===== src/rtl/svn_pkg.sv =====
// Shared definitions for the seven-segment scan controller: state encodings,
// display-off levels and a constant-width helper.
package svn_pkg;

  typedef enum logic [1:0] {
    SCAN_IDLE  = 2'd0,
    SCAN_SHOW  = 2'd1,
    SCAN_BLANK = 2'd2
  } scan_state_t;

  // Anodes and decimal point are active-low, so "off" is a one on every bit.
  localparam logic AN_OFF = 1'b1;
  localparam logic DP_OFF = 1'b1;

  function automatic int clog2(input int value);
    int r;
    r = 0;
    for (int i = 0; i < 31; i++) begin
      if ((1 << i) < value) r = i + 1;
    end
    return r;
  endfunction

  function automatic int max3(input int a, input int b, input int c);
    int m;
    m = (a > b) ? a : b;
    return (m > c) ? m : c;
  endfunction

endpackage


===== src/rtl/svn_scan_timer.sv =====
// Saturating up-counter shared by the dwell and blank phases; the caller
// selects the terminal value and clears it on every phase change.
module svn_scan_timer
  import svn_pkg::*;
#(
  parameter int CNT_W = 2
) (
  input  logic             clk,
  input  logic             sys_rst_n,
  input  logic             clr,
  input  logic             inc,
  input  logic [CNT_W-1:0] term,
  output logic             tc
);

  logic [CNT_W-1:0] cnt;

  always_ff @(posedge clk) begin
    if (!sys_rst_n) begin
      cnt <= '0;
    end else if (clr) begin
      cnt <= '0;
    end else if (inc && (cnt != term)) begin
      cnt <= cnt + 1'b1;
    end
  end

  assign tc = (cnt == term);

endmodule


===== src/rtl/svn_scan_ctrl.sv =====
// Time-multiplexed anode scan for a common-anode seven-segment display with a
// one-deep pending frame buffer that commits only at frame boundaries.
//
//   state      | meaning
//   -----------+-------------------------------------------------
//   SCAN_IDLE  | display dark, idx held at 0, waiting for en
//   SCAN_SHOW  | anode idx lit (if enabled) for TICK_DIV cycles
//   SCAN_BLANK | all anodes off for BLANK_CYC cycles
module svn_scan_ctrl
  import svn_pkg::*;
#(
  parameter int N_DIG     = 8,
  parameter int TICK_DIV  = 100000,
  parameter int BLANK_CYC = 4
) (
  input  logic               clk,
  input  logic               sys_rst_n,
  input  logic               en,
  input  logic               wr_valid,
  output logic               wr_ready,
  input  logic [4*N_DIG-1:0] wr_data,
  input  logic [N_DIG-1:0]   wr_dp,
  input  logic [N_DIG-1:0]   wr_mask,
  output logic [3:0]         nib,
  output logic               dp,
  output logic [N_DIG-1:0]   AN,
  output logic               frame_done
);

  localparam int IDX_W   = clog2(N_DIG);
  localparam int DWELL_W = clog2(TICK_DIV);
  localparam int BLANK_W = clog2(BLANK_CYC + 1);
  localparam int CNT_W   = max3(DWELL_W, BLANK_W, 1);

  localparam logic [CNT_W-1:0] DWELL_LAST = CNT_W'(TICK_DIV - 1);
  localparam logic [CNT_W-1:0] BLANK_LAST = CNT_W'((BLANK_CYC == 0) ? 0 : BLANK_CYC - 1);
  localparam logic [IDX_W-1:0] IDX_LAST   = IDX_W'(N_DIG - 1);

  scan_state_t      state, nxt_state;
  logic [IDX_W-1:0] idx, nxt_idx;

  logic [3:0]       sh_data  [N_DIG];
  logic [3:0]       nxt_data [N_DIG];
  logic [N_DIG-1:0] sh_dp, sh_mask, nxt_dp_sh, nxt_mask_sh;

  logic [4*N_DIG-1:0] pend_data;
  logic [N_DIG-1:0]   pend_dp, pend_mask;
  logic               pend_full, nxt_pend_full;

  logic             t_clr, t_inc, t_tc;
  logic [CNT_W-1:0] t_term;
  logic             adv, wrap, commit, accept;

  logic [N_DIG-1:0] an_d;
  logic [3:0]       nib_d;
  logic             dp_d;

  assign t_term = (state == SCAN_BLANK) ? BLANK_LAST : DWELL_LAST;

  svn_scan_timer #(.CNT_W(CNT_W)) u_timer (
    .clk       (clk),
    .sys_rst_n (sys_rst_n),
    .clr       (t_clr),
    .inc       (t_inc),
    .term      (t_term),
    .tc        (t_tc)
  );

  always_comb begin
    nxt_state = state;
    nxt_idx   = idx;
    t_clr     = 1'b0;
    t_inc     = 1'b0;
    adv       = 1'b0;
    wrap      = 1'b0;
    if (!en) begin
      nxt_state = SCAN_IDLE;
      nxt_idx   = '0;
      t_clr     = 1'b1;
    end else begin
      case (state)
        SCAN_IDLE: begin
          nxt_state = SCAN_SHOW;
          nxt_idx   = '0;
          t_clr     = 1'b1;
        end
        SCAN_SHOW: begin
          if (t_tc) begin
            t_clr = 1'b1;
            if (BLANK_CYC == 0) adv = 1'b1;
            else nxt_state = SCAN_BLANK;
          end else begin
            t_inc = 1'b1;
          end
        end
        SCAN_BLANK: begin
          if (t_tc) begin
            t_clr = 1'b1;
            adv   = 1'b1;
          end else begin
            t_inc = 1'b1;
          end
        end
        default: begin
          nxt_state = SCAN_IDLE;
          nxt_idx   = '0;
          t_clr     = 1'b1;
        end
      endcase
    end
    if (adv) begin
      wrap      = (idx == IDX_LAST);
      nxt_state = SCAN_SHOW;
      nxt_idx   = wrap ? '0 : idx + 1'b1;
    end
  end

  // Commit and accept are mutually exclusive: accept needs an empty buffer,
  // commit a full one, so a write landing on a wrap waits for the next wrap.
  assign commit = pend_full & ((state == SCAN_IDLE) | wrap);
  assign accept = wr_valid & wr_ready;

  always_comb begin
    nxt_pend_full = pend_full;
    if (accept) nxt_pend_full = 1'b1;
    else if (commit) nxt_pend_full = 1'b0;
  end

  always_comb begin
    nxt_data    = sh_data;
    nxt_dp_sh   = sh_dp;
    nxt_mask_sh = sh_mask;
    if (commit) begin
      for (int i = 0; i < N_DIG; i++) nxt_data[i] = pend_data[4*i +: 4];
      nxt_dp_sh   = pend_dp;
      nxt_mask_sh = pend_mask;
    end
  end

  // Outputs are decoded from the next-state values so that the registered
  // outputs line up with the state register on the same edge.
  always_comb begin
    an_d  = {N_DIG{AN_OFF}};
    nib_d = '0;
    dp_d  = DP_OFF;
    if (nxt_state == SCAN_SHOW) begin
      an_d[nxt_idx] = ~nxt_mask_sh[nxt_idx];
      nib_d         = nxt_data[nxt_idx];
      dp_d          = ~nxt_dp_sh[nxt_idx];
    end
  end

  always_ff @(posedge clk) begin
    if (!sys_rst_n) begin
      state      <= SCAN_IDLE;
      idx        <= '0;
      sh_data    <= '{default: '0};
      sh_dp      <= '0;
      sh_mask    <= '0;
      pend_data  <= '0;
      pend_dp    <= '0;
      pend_mask  <= '0;
      pend_full  <= 1'b0;
      wr_ready   <= 1'b1;
      AN         <= {N_DIG{AN_OFF}};
      nib        <= '0;
      dp         <= DP_OFF;
      frame_done <= 1'b0;
    end else begin
      state      <= nxt_state;
      idx        <= nxt_idx;
      sh_data    <= nxt_data;
      sh_dp      <= nxt_dp_sh;
      sh_mask    <= nxt_mask_sh;
      if (accept) begin
        pend_data <= wr_data;
        pend_dp   <= wr_dp;
        pend_mask <= wr_mask;
      end
      pend_full  <= nxt_pend_full;
      wr_ready   <= ~nxt_pend_full;
      AN         <= an_d;
      nib        <= nib_d;
      dp         <= dp_d;
      frame_done <= wrap;
    end
  end

endmodule


===== config.mk =====
export PLATFORM = sky130hd
export DESIGN_NAME = svn_scan_ctrl
export DESIGN_NICKNAME = d
export VERILOG_FILES = /design/src/rtl/svn_pkg.sv /design/src/rtl/svn_scan_timer.sv /design/src/rtl/svn_scan_ctrl.sv
export SDC_FILE = /design/constraint.sdc
export NUM_CORES = 1
export LEC_CHECK = 0
export ABC_CLOCK_PERIOD_IN_PS = 3200
export CAP_MARGIN = 10
export CORE_UTILIZATION = 55
export DETAILED_ROUTE_END_ITERATION = 12
export MAX_ROUTING_LAYER = met4
export PLACE_DENSITY_LB_ADDON = 0.15
export SYNTH_ARGS = -nofsm -noshare
export SYNTH_HDL_FRONTEND = slang
export SYNTH_SLANG_ARGS = --single-unit

===== constraint.sdc =====
create_clock -name clk -period 3.2 [get_ports clk]
set_input_delay 0.48 -clock clk [delete_from_list [all_inputs] [get_ports clk]]
set_output_delay 0.48 -clock clk [all_outputs]
set_load 0.1 [all_outputs]

Yosys cells after proc, flatten, opt, wreduce, memory -nomap -nowiden
Index checks and enable logic that the tools add are counted.
{ "word_totals": {"output_inout_bits": 15, "regBits": 134, "wordCells": 81} }
{ "op_classes": {"n_eq_ne": 6, "bitwise": 10, "n_reduce_logical": 6, "n_lt_le_gt_ge": 3, "n_mux": 32, "addsub": 2} }
{ "op_table": {"columns": ["operator", "n"], "rows": [
  ["two-way mux 32 bit", 1],
  ["adder 17 x 1 -> 17 bit (second input constant)", 1],
  ["== test 17 bit", 1],
  ["two-way mux 17 bit", 1],
  ["!= test 17 bit", 1],
  ["two-way mux 8 bit", 2],
  ["two-way mux 1 bit", 14],
  ["binary-select mux 4 bit (select 3 bit)", 1],
  ["two-way mux 3 bit", 4],
  ["two-way mux 4 bit", 2],
  ["inverter 8 bit", 1],
  ["OR 8 bit", 1],
  ["binary-select mux 1 bit (select 3 bit)", 2],
  ["two-way mux 2 bit", 3],
  ["one-hot mux 2 bit (3 select lines)", 1],
  ["== test 2 x 1 -> 1 bit (second input constant)", 2],
  ["greater-or-equal comparator 4 bit (second input constant)", 1],
  ["less-than comparator 3 x 4 -> 1 bit (second input constant)", 1],
  ["inverter 1 bit", 4],
  ["inverter 3 -> 4 bit", 1],
  ["OR reduction 2 bit", 2],
  ["adder 3 x 1 -> 3 bit (second input constant)", 1],
  ["demux 1 bit (select 3 bit)", 1],
  ["== test 3 bit (second input constant)", 1],
  ["other kinds (7)", 9]
]} }

Longest topological paths before layout
{ "depth": {"ltp_word": 14, "depth_mapped": 10, "mapped_depth_nobuf": 9} }

Hierarchy
From an unflattened synthesis, not the netlist that was laid out.
{ "hier_totals": {"cells_unflattened": 621, "hier_area_um2": 5855.6} }
{ "by_module_without_submodules": {"columns": ["mod", "instances", "area_each_um2", "cells_each", "seq_area_each_um2"], "rows": [
  ["svn_scan_ctrl", 1, 4789.6, 498, 2342.2],
  ["svn_scan_timer", 1, 1066.0, 123, 340.3]
]} }

Worst setup path after synthesis
Ideal clock, no wire load.
{ "synth_path": {"path_kind": "reg-to-reg", "from": "reg state[0]", "to": "reg nib[0]", "path_slack_ps": 735, "arrival_time_ps": 2321, "setup_time_ps": 144, "path_stages_with_launch": 11, "t_required_ps": 3056, "n_path_buf": 1, "cell_sequence": "dfxtp_1 > inv_1 > ha_1 > and2b_1 > nand4_4 > o31ai_4 > nand2_4 > buf_6 > mux2_4 > a221oi_1 > a41oi_1"} }
{ "synth_via": {"elab_chain_cells": 13, "word_cells_on_any_way": 26} }
{ "synth_lines": {"columns": ["element", "line", "source"], "rows": [
  ["start: declaration", "svn_scan_ctrl.sv:39", "scan_state_t state, nxt_state;"],
  ["start signal: assignment", "svn_scan_ctrl.sv:170", "state <= nxt_state;"],
  ["== test 2 bit", "svn_scan_ctrl.sv:58, svn_scan_ctrl.sv:81", null],
  ["two-way mux 17 bit", "svn_scan_ctrl.sv:58", "assign t_term = (state == SCAN_BLANK) ? BLANK_LAST : DWELL_LAST;"],
  ["== test 17 bit", "svn_scan_timer.sv:28", "assign tc = (cnt == term);"],
  ["two-way mux 1 bit", "svn_scan_ctrl.sv:97", "if (t_tc) begin"],
  ["two-way mux 1 bit", "svn_scan_ctrl.sv:81", "case (state)"],
  ["two-way mux 1 bit", "svn_scan_ctrl.sv:76", "if (!en) begin"],
  ["two-way mux 1 bit", "svn_scan_ctrl.sv:111", "if (adv) begin"],
  ["OR 1 bit", "svn_scan_ctrl.sv:120", "assign commit = pend_full & ((state == SCAN_IDLE) | wrap);"],
  ["bitwise AND 1 bit", "svn_scan_ctrl.sv:120", null],
  ["two-way mux 32 bit", "svn_scan_ctrl.sv:133", "if (commit) begin"],
  ["binary-select mux 4 bit (select 3 bit)", "svn_scan_ctrl.sv:148", "nib_d = nxt_data[nxt_idx];"],
  ["two-way mux 4 bit (implied by the code) (2 in series)", "svn_scan_ctrl.sv:148", null],
  ["end signal: assignment", "svn_scan_ctrl.sv:183", "nib <= nib_d;"],
  ["end: declaration", "svn_scan_ctrl.sv:24", "output logic [3:0] nib,"]
]} }
Several ways; a longest one is shown, not always the timed one. The select of a mux whose other input is x is not followed.
A chain may end at the register's enable or synchronous reset.

Final worst setup path
{ "layout_path": {"from": "reg state[0]", "to": "reg AN[4]"} }
{ "layout_via": {"elab_chain_cells": 14, "word_cells_on_any_way": 32} }
{ "layout_lines": {"columns": ["element", "line", "source"], "rows": [
  ["== test 2 bit", "svn_scan_ctrl.sv:58, svn_scan_ctrl.sv:81", null],
  ["two-way mux 17 bit", "svn_scan_ctrl.sv:58", null],
  ["== test 17 bit", "svn_scan_timer.sv:28", null],
  ["two-way mux 1 bit", "svn_scan_ctrl.sv:97", null],
  ["two-way mux 1 bit", "svn_scan_ctrl.sv:81", null],
  ["two-way mux 1 bit", "svn_scan_ctrl.sv:76", null],
  ["two-way mux 1 bit", "svn_scan_ctrl.sv:111", null],
  ["OR 1 bit", "svn_scan_ctrl.sv:120", null],
  ["bitwise AND 1 bit", "svn_scan_ctrl.sv:120", null],
  ["two-way mux 8 bit", "svn_scan_ctrl.sv:133", null],
  ["binary-select mux 1 bit (select 3 bit)", "svn_scan_ctrl.sv:147", "an_d[nxt_idx] = ~nxt_mask_sh[nxt_idx];"],
  ["two-way mux 1 bit (implied by the code)", "svn_scan_ctrl.sv:147", null],
  ["inverter 1 bit", "svn_scan_ctrl.sv:147", null],
  ["OR 8 bit (no line)", null, null],
  ["end signal: assignment", "svn_scan_ctrl.sv:165", "AN <= {N_DIG{AN_OFF}};"],
  ["end signal: assignment", "svn_scan_ctrl.sv:182", "AN <= an_d;"],
  ["end: declaration", "svn_scan_ctrl.sv:26", "output logic [N_DIG-1:0] AN,"]
]} }
Several ways; a longest one is shown, not always the timed one. The select of a mux whose other input is x is not followed.

==> results.sh <==
export IMPL_cp_required_ps=3600
export IMPL_overflow=0
export IMPL_ys_seq_elements=134
export IMPL_postCtsSetupRepairBufs=0
export IMPL_ys_seq_area_frac=0.4780
export IMPL_yosysWarnings=0
export IMPL_grt_use_met2=0.4533
export IMPL_place_detailed_hpwl_um=8924
export IMPL_drc_errors=0
export IMPL_clk_pin_slew_worst_paths_ps=60
export IMPL_worst_pin_slew_ps=991.6
export IMPL_nFillCells=802
export IMPL_start_kind="register"
export IMPL_insertion_delay_ps=520
export IMPL_numCtsBuffers=17
export IMPL_grt_pass1_wl_um=20950
export IMPL_power_leakage_uw=0.002686
export IMPL_grt_busiest_layer="met2"
export IMPL_fp_coreArea_mm2=0.009819
export IMPL_clock_fmax_mhz=343.2
export IMPL_syn_avg_cell_area_um2=8.893
export IMPL_clk_path_buf_depth=2
export IMPL_status="complete, no violations"
export IMPL_grtUsageMet3=0.05831
export IMPL_setup_viol=0
export IMPL_die_x_um=103.0
export IMPL_antenna_found_initial=0
export IMPL_cap_violations=0
export IMPL_worstHoldStart="u_timer.cnt[0]$_SDFFE_PP0P_"
export IMPL_place_congestion=0.9289
export IMPL_netlist_area_mm2=0.005612
export IMPL_rows=36
export IMPL_initial_utilization=0.5715
export IMPL_drv_slew=0
export IMPL_met1_usage=0.3197
export IMPL_dr_pass1_iters=5
export IMPL_routed_via_density=5.486
export IMPL_vias=4652
export IMPL_synth_edf_count=0
export IMPL_wl_per_cell_um=15.52
export IMPL_worst_path_max_fanout=15
export IMPL_cellPowerDensity_mw_per_mm2=560.6
export IMPL_min_period_ps=2914
export IMPL_max_slew_margin_rel=0.3369
export IMPL_cp_startpoint="state[0]$_SDFF_PN0_"
export IMPL_hold_viol=0
export IMPL_grt_usage=0.2688
export IMPL_finalClockSkew_ps=8.159
export IMPL_grt_setup_unrepaired="no"
export IMPL_syn_inst=631
export IMPL_synth_cell_types=56
export IMPL_grt_pass1_vias=4307
export IMPL_r2r_setup_slack_ps=290
export IMPL_nNetsFinal=761
export IMPL_syn_to_final_growth_pct=24.79
export IMPL_layout_drive_gt1_share=0.1231
export IMPL_dieArea_mm2=0.01061
export IMPL_drtIter0Drc=308
export IMPL_peakVddDrop_v=0.0004731
export IMPL_r2r_start="state[0]$_SDFF_PN0_"
export IMPL_finalSetupTns_ps=0
export IMPL_clock_sinks=134
export IMPL_finalCritPeriodShare=0.9107
export IMPL_cts_tree="built"
export IMPL_ios=67
export IMPL_final_cell_mix="nand2_1 (142), dfxtp_1 (134), clkdlybuf4s50_1 (65), a21oi_1 (58), nor2_1 (40)"
export IMPL_antennaDiodeCount=0
export IMPL_placed_area_mm2=0.006411
export IMPL_crit_arrival_ps=3320
export IMPL_synthFlopType="dfxtp_1"
export IMPL_antenna_left=0
export IMPL_async_flop_share=0
export IMPL_cts_root_buf="clkbuf_8"
export IMPL_die_y_um=103.0
export IMPL_p_total_uw=3926
export IMPL_final_common_cell="nand2_1"
export IMPL_cts_resized=0
export IMPL_htreeDepth=4
export IMPL_routed_wl_um=13160
export IMPL_syn_nets=690
export IMPL_critPathCaptureType="register"
export IMPL_worstSetupPathType="reg -> reg"
export IMPL_io_buffers=66
export IMPL_cts_hold_buffers=0
export IMPL_grt_max_degree=50
export IMPL_final_area_mm2=0.007003
export IMPL_min_path_type="reg -> reg"
[power by group]
group	total, µW	internal [µW]	switching [µW]
Sequential	1750	1720	29.0
Clock	1910	1190	719
Combinational	268	125	143
Total	3930	3040	890
[cell families after synthesis]
group           share of synthesized area
buf+inv                           0.03322
simple gates                       0.2557
flops                              0.4780
compound gates                     0.1153
fa+ha+maj                         0.01561
xor+xnor                          0.02185
mux                               0.08027
[sequential cells by signal, summed over array words and instances, names as in the netlist]
| signal | flops |
|---|---|
| nib | 4 |
| idx | 3 |
| state | 2 |
| AN | 8 |
| u_timer.cnt | 17 |
| frame_done | 1 |
| wr_ready | 1 |
| pend_dp | 8 |
| pend_full | 1 |
| pend_data | 32 |
| pend_mask | 8 |
| sh_data | 32 |
| sh_mask | 8 |
| sh_dp | 8 |
| dp | 1 |
[per-stage QoR]
step | cells | setup slack [ps] | hold WS (ps) | util
finish | 848 | 285.9 | 452.4 | 0.7132
global route | 848 | 109.4 | 473.1 | 0.7132
CTS | 848 | 332.3 | 455.7 | 0.7132
detailed placement | 816 | 318.0 | 447.3 | 0.6529
global placement | 816 | 412.3 | 428.6 | 0.6529
floorplan | 631 | 734.6 | 417.6 | -
[final timing paths]
check | endpoint | depth (start not counted)
setup / recovery | AN[4]$_SDFF_PN1_ | 9
setup reg to reg | AN[4]$_SDFF_PN1_ | 9
hold / removal | u_timer.cnt[0]$_SDFFE_PP0P_ | 1
hold reg to reg | u_timer.cnt[0]$_SDFFE_PP0P_ | 1
[critical path, cell delays in order (launching register included)]
cell and delay, ps:
dfxtp_1 450, inv_1 130, ha_1 280, and2b_1 210, nand4_4 150, o31a_1 520
o21ai_0 210, nand3_1 160, nand4b_1 250, or3b_1 440
[synth_stat cells (5+ instances only)]
library cell / instances / share of area
o22ai_1: 10 / 0.011
nand2b_1: 10 / 0.011
a22oi_1: 5 / 0.0067
nand4b_1: 6 / 0.0094
mux2i_1: 12 / 0.021
nand2_1: 142 / 0.095
mux2_2: 23 / 0.046
and3_1: 5 / 0.0056
dfxtp_1: 134 / 0.48
xor2_1: 10 / 0.016
nand3_1: 22 / 0.020
nor2_1: 40 / 0.027
inv_1: 10 / 0.0067
ha_1: 7 / 0.016
clkbuf_1: 22 / 0.015
a21oi_1: 58 / 0.052
o21ai_0: 7 / 0.0062
and2_1: 38 / 0.042
[final cells by class]
class,instances,area [µm²],area share
multi-input cells,456,2743,0.3916
flip-flops and latches,134,2683,0.3831
repair buffers,82,778.2,0.1111
clock buffers,21,469.2,0.06700
well taps,133,166.4,0.02376
clock inverters,11,122.6,0.01751
inverters,11,41.29,0.005896
[per-layer routing]
layer  wire length [µm]  vias to the layer above
li1                   -                     2305
met1               5849                     2190
met2               6538                      134
met3                584                       23
met4                183                        0
met5                  0                        -
No activity file was read; power rests on OpenSTA's default activity.
==> RTL edit: new RTL, same settings <==
Put one more register stage on the output `AN`, without a reset. The value now appears one clock later. The other outputs are not delayed to match.
--- a/src/rtl/svn_scan_ctrl.sv
+++ b/src/rtl/svn_scan_ctrl.sv
@@ -36,4 +36,6 @@
   localparam logic [CNT_W-1:0] BLANK_LAST = CNT_W'((BLANK_CYC == 0) ? 0 : BLANK_CYC - 1);
   localparam logic [IDX_W-1:0] IDX_LAST   = IDX_W'(N_DIG - 1);
+
+  logic [N_DIG-1:0] AN_s0;
 
   scan_state_t      state, nxt_state;
@@ -163,5 +165,5 @@
       pend_full  <= 1'b0;
       wr_ready   <= 1'b1;
-      AN         <= {N_DIG{AN_OFF}};
+      AN_s0      <= {N_DIG{AN_OFF}};
       nib        <= '0;
       dp         <= DP_OFF;
@@ -180,5 +182,5 @@
       pend_full  <= nxt_pend_full;
       wr_ready   <= ~nxt_pend_full;
-      AN         <= an_d;
+      AN_s0      <= an_d;
       nib        <= nib_d;
       dp         <= dp_d;
@@ -187,4 +189,8 @@
   end
 
+  always_ff @(posedge clk) begin
+    AN <= AN_s0;
+  end
+
 endmodule
 
Function: changed (a bounded check fails within 4 cycles, from zero or initial values and one cycle with sys_rst_n low).
==> RTL edit against the original RTL <==
Worst setup slack lost 0.0033 ns. Highest routed layer unchanged. Sequential cell count up 8. Critical path depth is 1 higher. Routed wire length is 3.4% higher. Sequential power grew 6%. Critical path type unchanged. Area after synthesis increased by 5.4%. Synthesized cell count up 3.0%. Design area up 4.1%. Power rose by 3.0%.
==> RTL edit: results (changes against the original RTL) <==
[run_status]
status = finished clean

[route]
vias_per_cell = 5.43  ; -1.1%
drtIter0Drc = 267  ; -13%
first_pass_iters = 4  ; -1
drt_wl_total_mm = 13.6  ; +3.4%

[hold_path]
holdCritPathClass = primary input to register

[power]
power.leakage_nw = 2.82  ; +4.9%
vdd_drop_max_uv = 570  ; +21%

[cts]
insertion_delay_ns = 0.53
post_cts_buffers = 0  ; unchanged
cts_buffers = 17  ; unchanged
h-tree-depth = 4  ; unchanged
clockRootBuffer = clkbuf_8
clockBufferDepth = 2  ; unchanged
postCtsResizedCells = 0  ; unchanged
clkTransAtPathRegs_ns = 0.06  ; about the same

[synthesis]
yosysWarnings = 0  ; unchanged
synth_area_leaders = dfxtp_1, nand2_1, a21boi_0
synthTopCellsByCount = dfxtp_1, nand2_1, a21boi_0, mux2i_1, nor2b_1
synth_cell_types = 54  ; -3.6%
synth_nets = 709  ; +2.8%
synth_seq_area_share = 0.481  ; +0.00271
yosys_most_used_dff = dfxtp_1
async_reset_ff_frac = 0  ; unchanged

[sta]
worstMarginPinSlew_ns = 0.978  ; -0.0131 ns
finalClockSkew_ns = 0.00832  ; +0.000163 ns
holdWs_ns = 0.293  ; -0.160 ns

[global_routing]
grt_pass1_vias = 4496  ; +4.4%
antenna_found_initial = 0  ; unchanged
grt_pass1_wl_mm = 22.5  ; +7.2%
grt_max_degree = 100  ; +100%
grtUsageTotal = 0.268  ; -0.00129

[critical_path]
path_max_fanout = 11  ; -4
r2r_setup_slack_ns = 0.28
crit_arrival_ns = 3.38  ; +0.06 ns

[placement]
port_buffers = 66  ; unchanged
gpl.final_weighted_congestion = 0.852  ; -8.3%
dpl.hpwl_mm = 9.75  ; +9.2%

[finish]
diodes = 0  ; unchanged
reg_top3 = pend_data (32), sh_data (32), u_timer.cnt (17)
drive_gt1_frac = 0.0868  ; -0.0363
nNetsFinal = 772  ; +1.4%

==> RTL edit: cell count changes after synthesis, moves of 9 or more <==
cell	change
and2_1	-20
a21boi_0	+52
a21oi_1	-52
nor2b_1	+30
mux2_2	-16
nor2_1	-12
nand2b_1	-9
mux2i_1	+20
==> RTL edit: power breakdown <==
| part | leakage (nW) | switching (W) | internal, W |
|---|---|---|---|
| registers | 1.15 | 0.0000328 | 0.00182 |
| logic | 1.38 | 0.000138 | 0.000134 |
| clock network | 0.287 | 0.000731 | 0.00119 |
==> RTL edit: kinds of logic after synthesis <==
kind of cell | share of synthesized area
AND/OR/NAND/NOR | 0.243
flip-flops | 0.481
AO/OA/AOI/OAI | 0.135
buffers and inverters | 0.0358
multiplexers | 0.0700
XOR/XNOR | 0.0207
adder cells (fa/ha/maj) | 0.0148
==> RTL edit: stage by stage <==
step,util,cells,cell area (µm²),setup WS (ns)
after global placement,0.647,830,6710,0.289
final,0.703,862,7290,0.283
after floorplan,-,650,5910,0.627
after detailed placement,0.647,830,6710,0.250
after CTS,0.703,862,7290,0.299
after global routing,0.703,862,7290,0.0801
==> RTL edit: area by class of cell <==
type / instances / area (µm²)
Inverter: 16 / 60.1
Timing Repair Buffer: 79 / 778
Sequential cell: 142 / 2840
Tap cell: 136 / 170
Multi-Input combinational cell: 457 / 2860
Clock buffer: 22 / 473
Fill cell: 794 / 3080
Clock inverter: 10 / 109
==> RTL edit: worst paths after layout <==
kind,startpoint,to,depth (start not counted)
max reg2reg,state[0],AN_s0[2],10
max,state[0],AN_s0[2],10
min reg2reg,AN_s0[6],AN[6],0
min,sys_rst_n,idx[0],3
==> RTL edit: layer usage <==
layer	GRT usage	routed length, µm
met4	0.0982	246
met1	0.347	6650
met3	0.0674	573
met5	-	0
met2	0.404	6130
==> RTL edit: critical path: stages, from the launching register on <==
cell and delay (ns):
dfxtp_1 0.36, inv_1 0.10, ha_1 0.29, and2b_1 0.22, nand4_4 0.15, nor3_1 0.22, buf_4 0.23, mux2_2 0.45
or3_1 0.42, and2_0 0.26, nand4_1 0.15
